$ cat src/rtl/spi_reg_file.sv
// SPI slave in front of a 2^ADDR_W x DATA_W register file.
// SPI pins are resynchronised to clk; word 0 is mirrored on LEDsOut.
//   state   | meaning
//   ST_IDLE | cs high, waiting for a synchronised cs fall
//   ST_CMD  | shifting in RW bit + start address
//   ST_DATA | streaming data frames, write or read per RW
module spi_reg_file #(
  parameter int DATA_W   = 8,
  parameter int ADDR_W   = 7,
  parameter int CPOL     = 0,
  parameter int CPHA     = 0,
  parameter int AUTO_INC = 1
) (
  input  logic              clk,
  input  logic              resetN,
  input  logic              cs,
  input  logic              sck,
  input  logic              mosi,
  output logic              miso,
  output logic [DATA_W-1:0] LEDsOut,
  output logic              busy,
  output logic              wrStrobe,
  output logic [ADDR_W-1:0] wrAddr,
  output logic [DATA_W-1:0] wrData
);
  localparam int   DEPTH    = 1 << ADDR_W;
  localparam int   RX_W     = (ADDR_W + 1 > DATA_W) ? ADDR_W + 1 : DATA_W;
  localparam int   CNT_W    = $clog2(RX_W + 1);
  localparam logic SCK_IDLE = (CPOL != 0);

  typedef enum logic [1:0] {ST_IDLE, ST_CMD, ST_DATA} state_t;

  state_t            state_q;
  logic [1:0]        cs_sync_q;
  logic [1:0]        sck_sync_q;
  logic [1:0]        mosi_sync_q;
  logic              cs_prev_q;
  logic              sck_prev_q;
  logic [CNT_W-1:0]  bit_cnt_q;
  logic [RX_W-2:0]   rx_q;
  logic [DATA_W-1:0] tx_q;
  logic              rw_q;
  logic [ADDR_W-1:0] addr_q;
  logic              wr_pend_q;
  logic [ADDR_W-1:0] pend_addr_q;
  logic [DATA_W-1:0] pend_data_q;
  logic [DATA_W-1:0] mem_q [DEPTH];
  logic              miso_q;
  logic              busy_q;
  logic              wr_strobe_q;
  logic [DATA_W-1:0] leds_q;
  logic [ADDR_W-1:0] wr_addr_q;
  logic [DATA_W-1:0] wr_data_q;

  logic              cs_s, sck_s, mosi_s;
  logic              cs_fall, cs_rise;
  logic              lead_edge, trail_edge, sample_edge, shift_edge;
  logic              cmd_done, data_done;
  logic [RX_W-1:0]   rx_d;
  logic [ADDR_W-1:0] addr_d;

  always_comb begin
    cs_s        = cs_sync_q[1];
    sck_s       = sck_sync_q[1];
    mosi_s      = mosi_sync_q[1];
    cs_fall     = cs_prev_q & ~cs_s;
    cs_rise     = ~cs_prev_q & cs_s;
    lead_edge   = (sck_s != sck_prev_q) && (sck_s != SCK_IDLE);
    trail_edge  = (sck_s != sck_prev_q) && (sck_s == SCK_IDLE);
    sample_edge = (CPHA != 0) ? trail_edge : lead_edge;
    shift_edge  = (CPHA != 0) ? lead_edge : trail_edge;
    rx_d        = {rx_q, mosi_s};
    cmd_done    = sample_edge && (state_q == ST_CMD) && (bit_cnt_q == CNT_W'(ADDR_W));
    data_done   = sample_edge && (state_q == ST_DATA) && (bit_cnt_q == CNT_W'(DATA_W - 1));
    addr_d      = (AUTO_INC != 0) ? addr_q + ADDR_W'(1) : addr_q;
  end

  always_ff @(posedge clk) begin
    if (!resetN) begin
      state_q     <= ST_IDLE;
      // cs sync starts low so a cs held low through reset never looks like a fall
      cs_sync_q   <= '0;
      cs_prev_q   <= 1'b0;
      sck_sync_q  <= {2{SCK_IDLE}};
      sck_prev_q  <= SCK_IDLE;
      mosi_sync_q <= '0;
      bit_cnt_q   <= '0;
      rx_q        <= '0;
      tx_q        <= '0;
      rw_q        <= 1'b0;
      addr_q      <= '0;
      wr_pend_q   <= 1'b0;
      pend_addr_q <= '0;
      pend_data_q <= '0;
      for (int i = 0; i < DEPTH; i++) mem_q[i] <= '0;
      miso_q      <= 1'b0;
      busy_q      <= 1'b0;
      wr_strobe_q <= 1'b0;
      leds_q      <= '0;
      wr_addr_q   <= '0;
      wr_data_q   <= '0;
    end else begin
      cs_sync_q   <= {cs_sync_q[0], cs};
      sck_sync_q  <= {sck_sync_q[0], sck};
      mosi_sync_q <= {mosi_sync_q[0], mosi};
      cs_prev_q   <= cs_s;
      sck_prev_q  <= sck_s;
      wr_strobe_q <= 1'b0;
      wr_pend_q   <= 1'b0;

      if (wr_pend_q) begin
        mem_q[pend_addr_q] <= pend_data_q;
        wr_strobe_q        <= 1'b1;
        wr_addr_q          <= pend_addr_q;
        wr_data_q          <= pend_data_q;
        if (pend_addr_q == '0) leds_q <= pend_data_q;
      end

      case (state_q)
        ST_IDLE: begin
          if (cs_fall) begin
            state_q   <= ST_CMD;
            bit_cnt_q <= '0;
            busy_q    <= 1'b1;
          end
        end
        ST_CMD: begin
          if (sample_edge) begin
            rx_q <= rx_d[RX_W-2:0];
            if (cmd_done) begin
              bit_cnt_q <= '0;
              rw_q      <= rx_d[ADDR_W];
              addr_q    <= rx_d[ADDR_W-1:0];
              tx_q      <= mem_q[rx_d[ADDR_W-1:0]];
              state_q   <= ST_DATA;
            end else begin
              bit_cnt_q <= bit_cnt_q + 1'b1;
            end
          end
        end
        ST_DATA: begin
          if (sample_edge) begin
            rx_q <= rx_d[RX_W-2:0];
            if (data_done) begin
              bit_cnt_q <= '0;
              addr_q    <= addr_d;
              if (rw_q) begin
                wr_pend_q   <= 1'b1;
                pend_addr_q <= addr_q;
                pend_data_q <= rx_d[DATA_W-1:0];
              end else begin
                tx_q <= mem_q[addr_d];
              end
            end else begin
              bit_cnt_q <= bit_cnt_q + 1'b1;
            end
          end
          if (shift_edge) begin
            miso_q <= ~rw_q & tx_q[DATA_W-1];
            tx_q   <= tx_q << 1;
          end
        end
        default: state_q <= ST_IDLE;
      endcase

      // a frame completing in this same clk has already been queued above
      if (cs_rise) begin
        state_q   <= ST_IDLE;
        bit_cnt_q <= '0;
        miso_q    <= 1'b0;
        busy_q    <= 1'b0;
      end
    end
  end

  assign miso     = miso_q;
  assign LEDsOut  = leds_q;
  assign busy     = busy_q;
  assign wrStrobe = wr_strobe_q;
  assign wrAddr   = wr_addr_q;
  assign wrData   = wr_data_q;

endmodule

$ cat config.mk
export PLATFORM = sky130hd
export DESIGN_NAME = spi_reg_file
export DESIGN_NICKNAME = d
export VERILOG_FILES = /design/src/rtl/spi_reg_file.sv
export SDC_FILE = /design/constraint.sdc
export NUM_CORES = 2
export LEC_CHECK = 0
export CORE_ASPECT_RATIO = 0.6
export CORE_MARGIN = 3
export CORE_UTILIZATION = 55
export CTS_CLUSTER_SIZE = 28
export DETAILED_ROUTE_END_ITERATION = 10
export PLACE_DENSITY = 0.69
export SETUP_SLACK_MARGIN = 0.2
export SKIP_CTS_REPAIR_TIMING = 1
export SLEW_MARGIN = 20
export SYNTH_ARGS = -nofsm -noshare
export SYNTH_HDL_FRONTEND = slang
export SYNTH_SLANG_ARGS = --single-unit
$ cat constraint.sdc
create_clock -name clk -period 4.98 [get_ports clk]
set_input_delay 0.996 -clock clk [delete_from_list [all_inputs] [get_ports clk]]
set_output_delay 0.996 -clock clk [all_outputs]
set_load 0.01 [all_outputs]
# Yosys cells after proc, flatten, opt, wreduce, memory -nomap -nowiden
# Memory sizes are Yosys's and may differ from the RTL's.
# Index checks and enable logic that the tools add are counted.
# word_totals
register_bits	79
ram_bits	1024
inputBits	5
out_inout_bits	26
wordCells	98
memories	1
# memory_table
memory	depth	word_bits	rd	rd_ports_with_merged_regs	wr	line_no	source
mem_q	128	8	2	0	128	47	logic [DATA_W-1:0] mem_q [DEPTH];
# op_classes
addsub	2
eq_ne	12
mux	30
n_bitwise	9
reduce_logical	24
# op_table
op	n
2-to-1 mux 8 bit	7
2-to-1 mux 7 bit	5
2-to-1 mux 4 bit	5
case mux 8 bit (2 select lines)	1
AND reduction 4 bit	4
case mux 7 bit (2 select lines)	1
case mux 4 bit (3 select lines)	1
!= test 2 bit, second input constant	5
!= test 3 bit, second input constant	3
AND reduction 2 bit	4
OR reduction 8 bit	1
adder 7 x 1 -> 7 bit, second input constant	1
logical NOT 7 bit	1
logical AND 1 bit	6
2-to-1 mux 1 bit	6
2-to-1 mux 2 bit	3
inverter 1 bit	6
case mux 2 bit (3 select lines)	1
AND reduction 6 bit	1
AND reduction 5 bit	1
adder 4 x 1 -> 4 bit, second input constant	1
equality test 4 x 3 -> 1 bit, second input constant	1
OR reduction 2 bit	2
AND 1 bit	3
other kinds (7)	7

# Depth between registers and ports, before layout
# depth
word_depth	8
mapped_depth	12
mapped_depth_nobuf	9

# Least setup slack after synthesis
# OpenSTA, ideal clock, no wires.
# synth_timing
kind	input -> register
start	input port resetN
end	memory mem_q[102][0], enable pin
setup_time_ns	0.384
arrival_time_ns	2.555
required_time_ns	4.596
slack_ns	2.041
stages	6
n_path_buf	2
path_cell_list	and2_1 nor2b_1 nand3_1 clkbuf_1 clkbuf_1 o21ai_0
# synth_lines
item	line_no	source
start, declared	15	input logic resetN,
end, declared	47	

# Worst setup path in the final report
# layout_timing
start	register addr_q[0]
end	register tx_q[0]
# layout_via
elab_chain_cells	7
# layout_rtl
item	line_no	source
start, declared	43	logic [ADDR_W-1:0] addr_q;
start signal, assigned	133	addr_q <= rx_d[ADDR_W-1:0];
start signal, assigned	146	addr_q <= addr_d;
adder 7 x 1 -> 7 bit	75	addr_d = (AUTO_INC != 0) ? addr_q + ADDR_W'(1) : addr_q;
memory read (128 x 8 bit)	n/a	
2-to-1 mux 8 bit	147	if (rw_q) begin
2-to-1 mux 8 bit	144	if (data_done) begin
2-to-1 mux 8 bit	142	if (sample_edge) begin
2-to-1 mux 8 bit	158	if (shift_edge) begin
case mux 8 bit (2 select lines)	119	case (state_q)
end signal, assigned	134	tx_q <= mem_q[rx_d[ADDR_W-1:0]];
end signal, assigned	152	tx_q <= mem_q[addr_d];
end signal, assigned	160	tx_q <= tx_q << 1;
end, declared	41	logic [DATA_W-1:0] tx_q;
# Every way passes these cells. The select of a mux whose other input is x is not followed.
# A chain may end at the register's enable or synchronous reset.

==> results.txt <==
RR Endpoint: tx_q[0]
Post-route ant nets: 0
Yosys reg bits: 1103
Worst Path Arrival: 4.64 ns
Syn_area_per_cell: 15.0 µm²
Count leader, synth: and2_1
Routability-driven placement congestion ratio: 0.982
VDD IR max: 0.294 mV
Starting DRC count in detailed routing: 6805
Min-delay src: mosi_sync_q[0]
DP HPWL: 126000 µm
Number of global-route vias before repair: 35473
Worst-margin pin slew: 1.19 ns
CP Capture Type: flip-flop
R2r setup slk: 0.93 ns
Synth cell types: 59
Final hold vios: 0
Synth area leader: edfxtp_1
Max FO, Critical Path: 47
Grt met2 use: 42.1%
Reg2Reg Depth: 8
Fin nets: 3897
R2R Path Start: addr_q[0]
Vias per inst: 6.97
Area contributors post-synth: edfxtp_1, mux4_2, and2_1
Status: complete, no violations
Hold crit path type: reg -> reg
Detailed-route via count: 37538
Clk slew on worst S/H paths: 0.06 ns
DIE AREA: 111000 µm²
Gr usage total: 33.8%
Post-Syn Instances: 3906
Io pins: 31
Sequential element share of the synthesized area: 55.1%
CTS tree: yes
Remaining DRCs: 0
Max Cap Violations: 0
Clk_lat worst skew: 0.75 ns
CTS Buf Count: 102
Slew Viols, Final: 0
Critical setup path kind: reg -> reg
Share of the synthesized area in the top cell type: 52.4%
Setup TNS: 0 ns
Hold path endpoint: mosi_sync_q[1]
Hold depth: 1
Post-Syn Area: 58700 µm²
Layout cells sized above 1: 25.3%
Clock skew: 0.0357 ns
Most common library cells after synthesis: and2_1, edfxtp_1, mux4_2, clkbuf_1, nor2_1
Setup repair after global routing missed its margin: false
Die Span X: 428 µm
EDFF count, synth: 1024
Worst rel slew slack: 20.8%
Initial antenna violation count: 8
H-tree levels: 3
Floorplan row count: 92
Worst Setup Start Kind: flip-flop
PD cells: 318 nW/µm²
Fill cells: 7850
Busiest layer in global routing: met1
Critical Path RT: 5.57 ns
DR pass1 iterations: 7
Initial Utilization: 55.7%
DR WL/cell: 34.2 µm
WL final: 184000 µm
P_leak: 20.6 nW
Min Tclk post-route: 4.05 ns
Post-synth ARST share: 0%
Met3 usage: 15.1%
First-pass GRT wire length: 267000 µm
Grt ovf: 0
Peak Freq: 0.247 GHz
Chip height: 259 µm
Clock buffer depth: 3
Final Setup Violations: 0
Port-buffer cells: 30
M1 GR Usage: 53.7%
Synthesis Warnings: 0
Layout Area Growth over Synthesis: 9.73%
Tcrit/Tclk final: 81.3%
Clock Sinks: 1103
Top_reg_cell synth: edfxtp_1
Core area: 105000 µm²
Largest net degree at the start of global routing: 99
Total power: 20.5 mW
Clock root cell: clkbuf_16
Mapped Nets: 3919
[cell type report]
type	instances	area [µm²]	area share [%]
Antenna cell	2	5.00	0.00777
Clock buffer	134	2790	4.32
Clock inverter	56	566	0.878
Inverter	8	30.0	0.0466
Multi-Input combinational cell	2437	24900	38.6
Sequential cell	1103	32400	50.3
Tap cell	1410	1760	2.74
Timing Repair Buffer	232	1990	3.09
[critical path: stages (launching register included)]
cell,delay [ns]
dfxtp_4,0.67
ha_4,0.52
buf_12,0.41
mux4_2,0.57
nor2b_1,0.15
o21ai_0,0.45
a21oi_1,0.12
a2111oi_0,0.78
o32ai_1,0.19
[routing by layer]
layer	up-vias	wire length [µm]
met4	4	4440
li1	14973	-
met5	-	23
met2	3046	71300
met1	19234	75400
met3	281	32700
[power breakdown]
part	internal [mW]	switching (mW)	leakage (nW)	total, mW
clock network	4.47	3.66	1.65	8.13
registers	10.5	0.311	10.4	10.8
logic	0.655	0.879	8.59	1.53
total	15.7	4.85	20.6	20.5
[cell families after synthesis]
family / share of synthesized area (%)
and+or+nand+nor: 14.3
DFF: 55.1
muxes: 24.7
buffers and inverters: 2.67
AOI/OAI and AO/OA: 3.01
adders and majority gates: 0.171
xor gates and xnor gates: 0.117
[placed cells by master (no fill, tap or decap), types with 23 or more instances in the layout]
cell type           n
a21boi_0           23
and2_1           1044
buf_4             188
clkbuf_1           23
clkbuf_16         104
clkdlybuf4s50_1    29
dfxtp_1            66
edfxtp_1         1024
mux2i_1            55
mux4_2            616
nand2_1           112
nand3_1            39
nor2_1            159
nor2b_1            34
nor3_1             24
o21ai_0           139
[sequential cells by signal (all words and copies together), names as in the netlist]
signal / flops
state_q: 2
bit_cnt_q: 4
pend_data_q: 8
rw_q: 1
rx_q: 7
wr_pend_q: 1
mosi_sync_q: 2
wrAddr: 7
sck_prev_q: 1
mem_q: 1024
cs_sync_q: 2
LEDsOut: 8
cs_prev_q: 1
sck_sync_q: 2
addr_q: 7
wrData: 8
wrStrobe: 1
pend_addr_q: 7
busy: 1
tx_q: 8
miso: 1
[worst max path at each step]
stage / startpoint / endpoint / depth (start not counted)
2_1_floorplan: resetN / mem_q[102][0] / 6
3_3_place_gp: resetN / mem_q[22][1] / 5
3_5_place_dp: addr_q[0] / tx_q[0] / 8
4_1_cts: addr_q[0] / tx_q[0] / 8
5_1_grt: addr_q[0] / tx_q[0] / 8
6_report: addr_q[0] / tx_q[0] / 8
[through the flow]
stage	std cells	hold slack [ns]	util [%]	instance area, µm²	setup WS (ns)
after floorplan	3906	0.412	-	58700	2.04
after global placement	5188	0.420	57.9	61000	1.17
after detailed placement	5190	0.427	57.9	61100	1.19
after CTS	5380	0.444	61.1	64400	1.16
after global routing	5380	0.448	61.1	64400	0.889
final	5382	0.441	61.1	64400	0.933
Power figures use the tool's default switching activity.
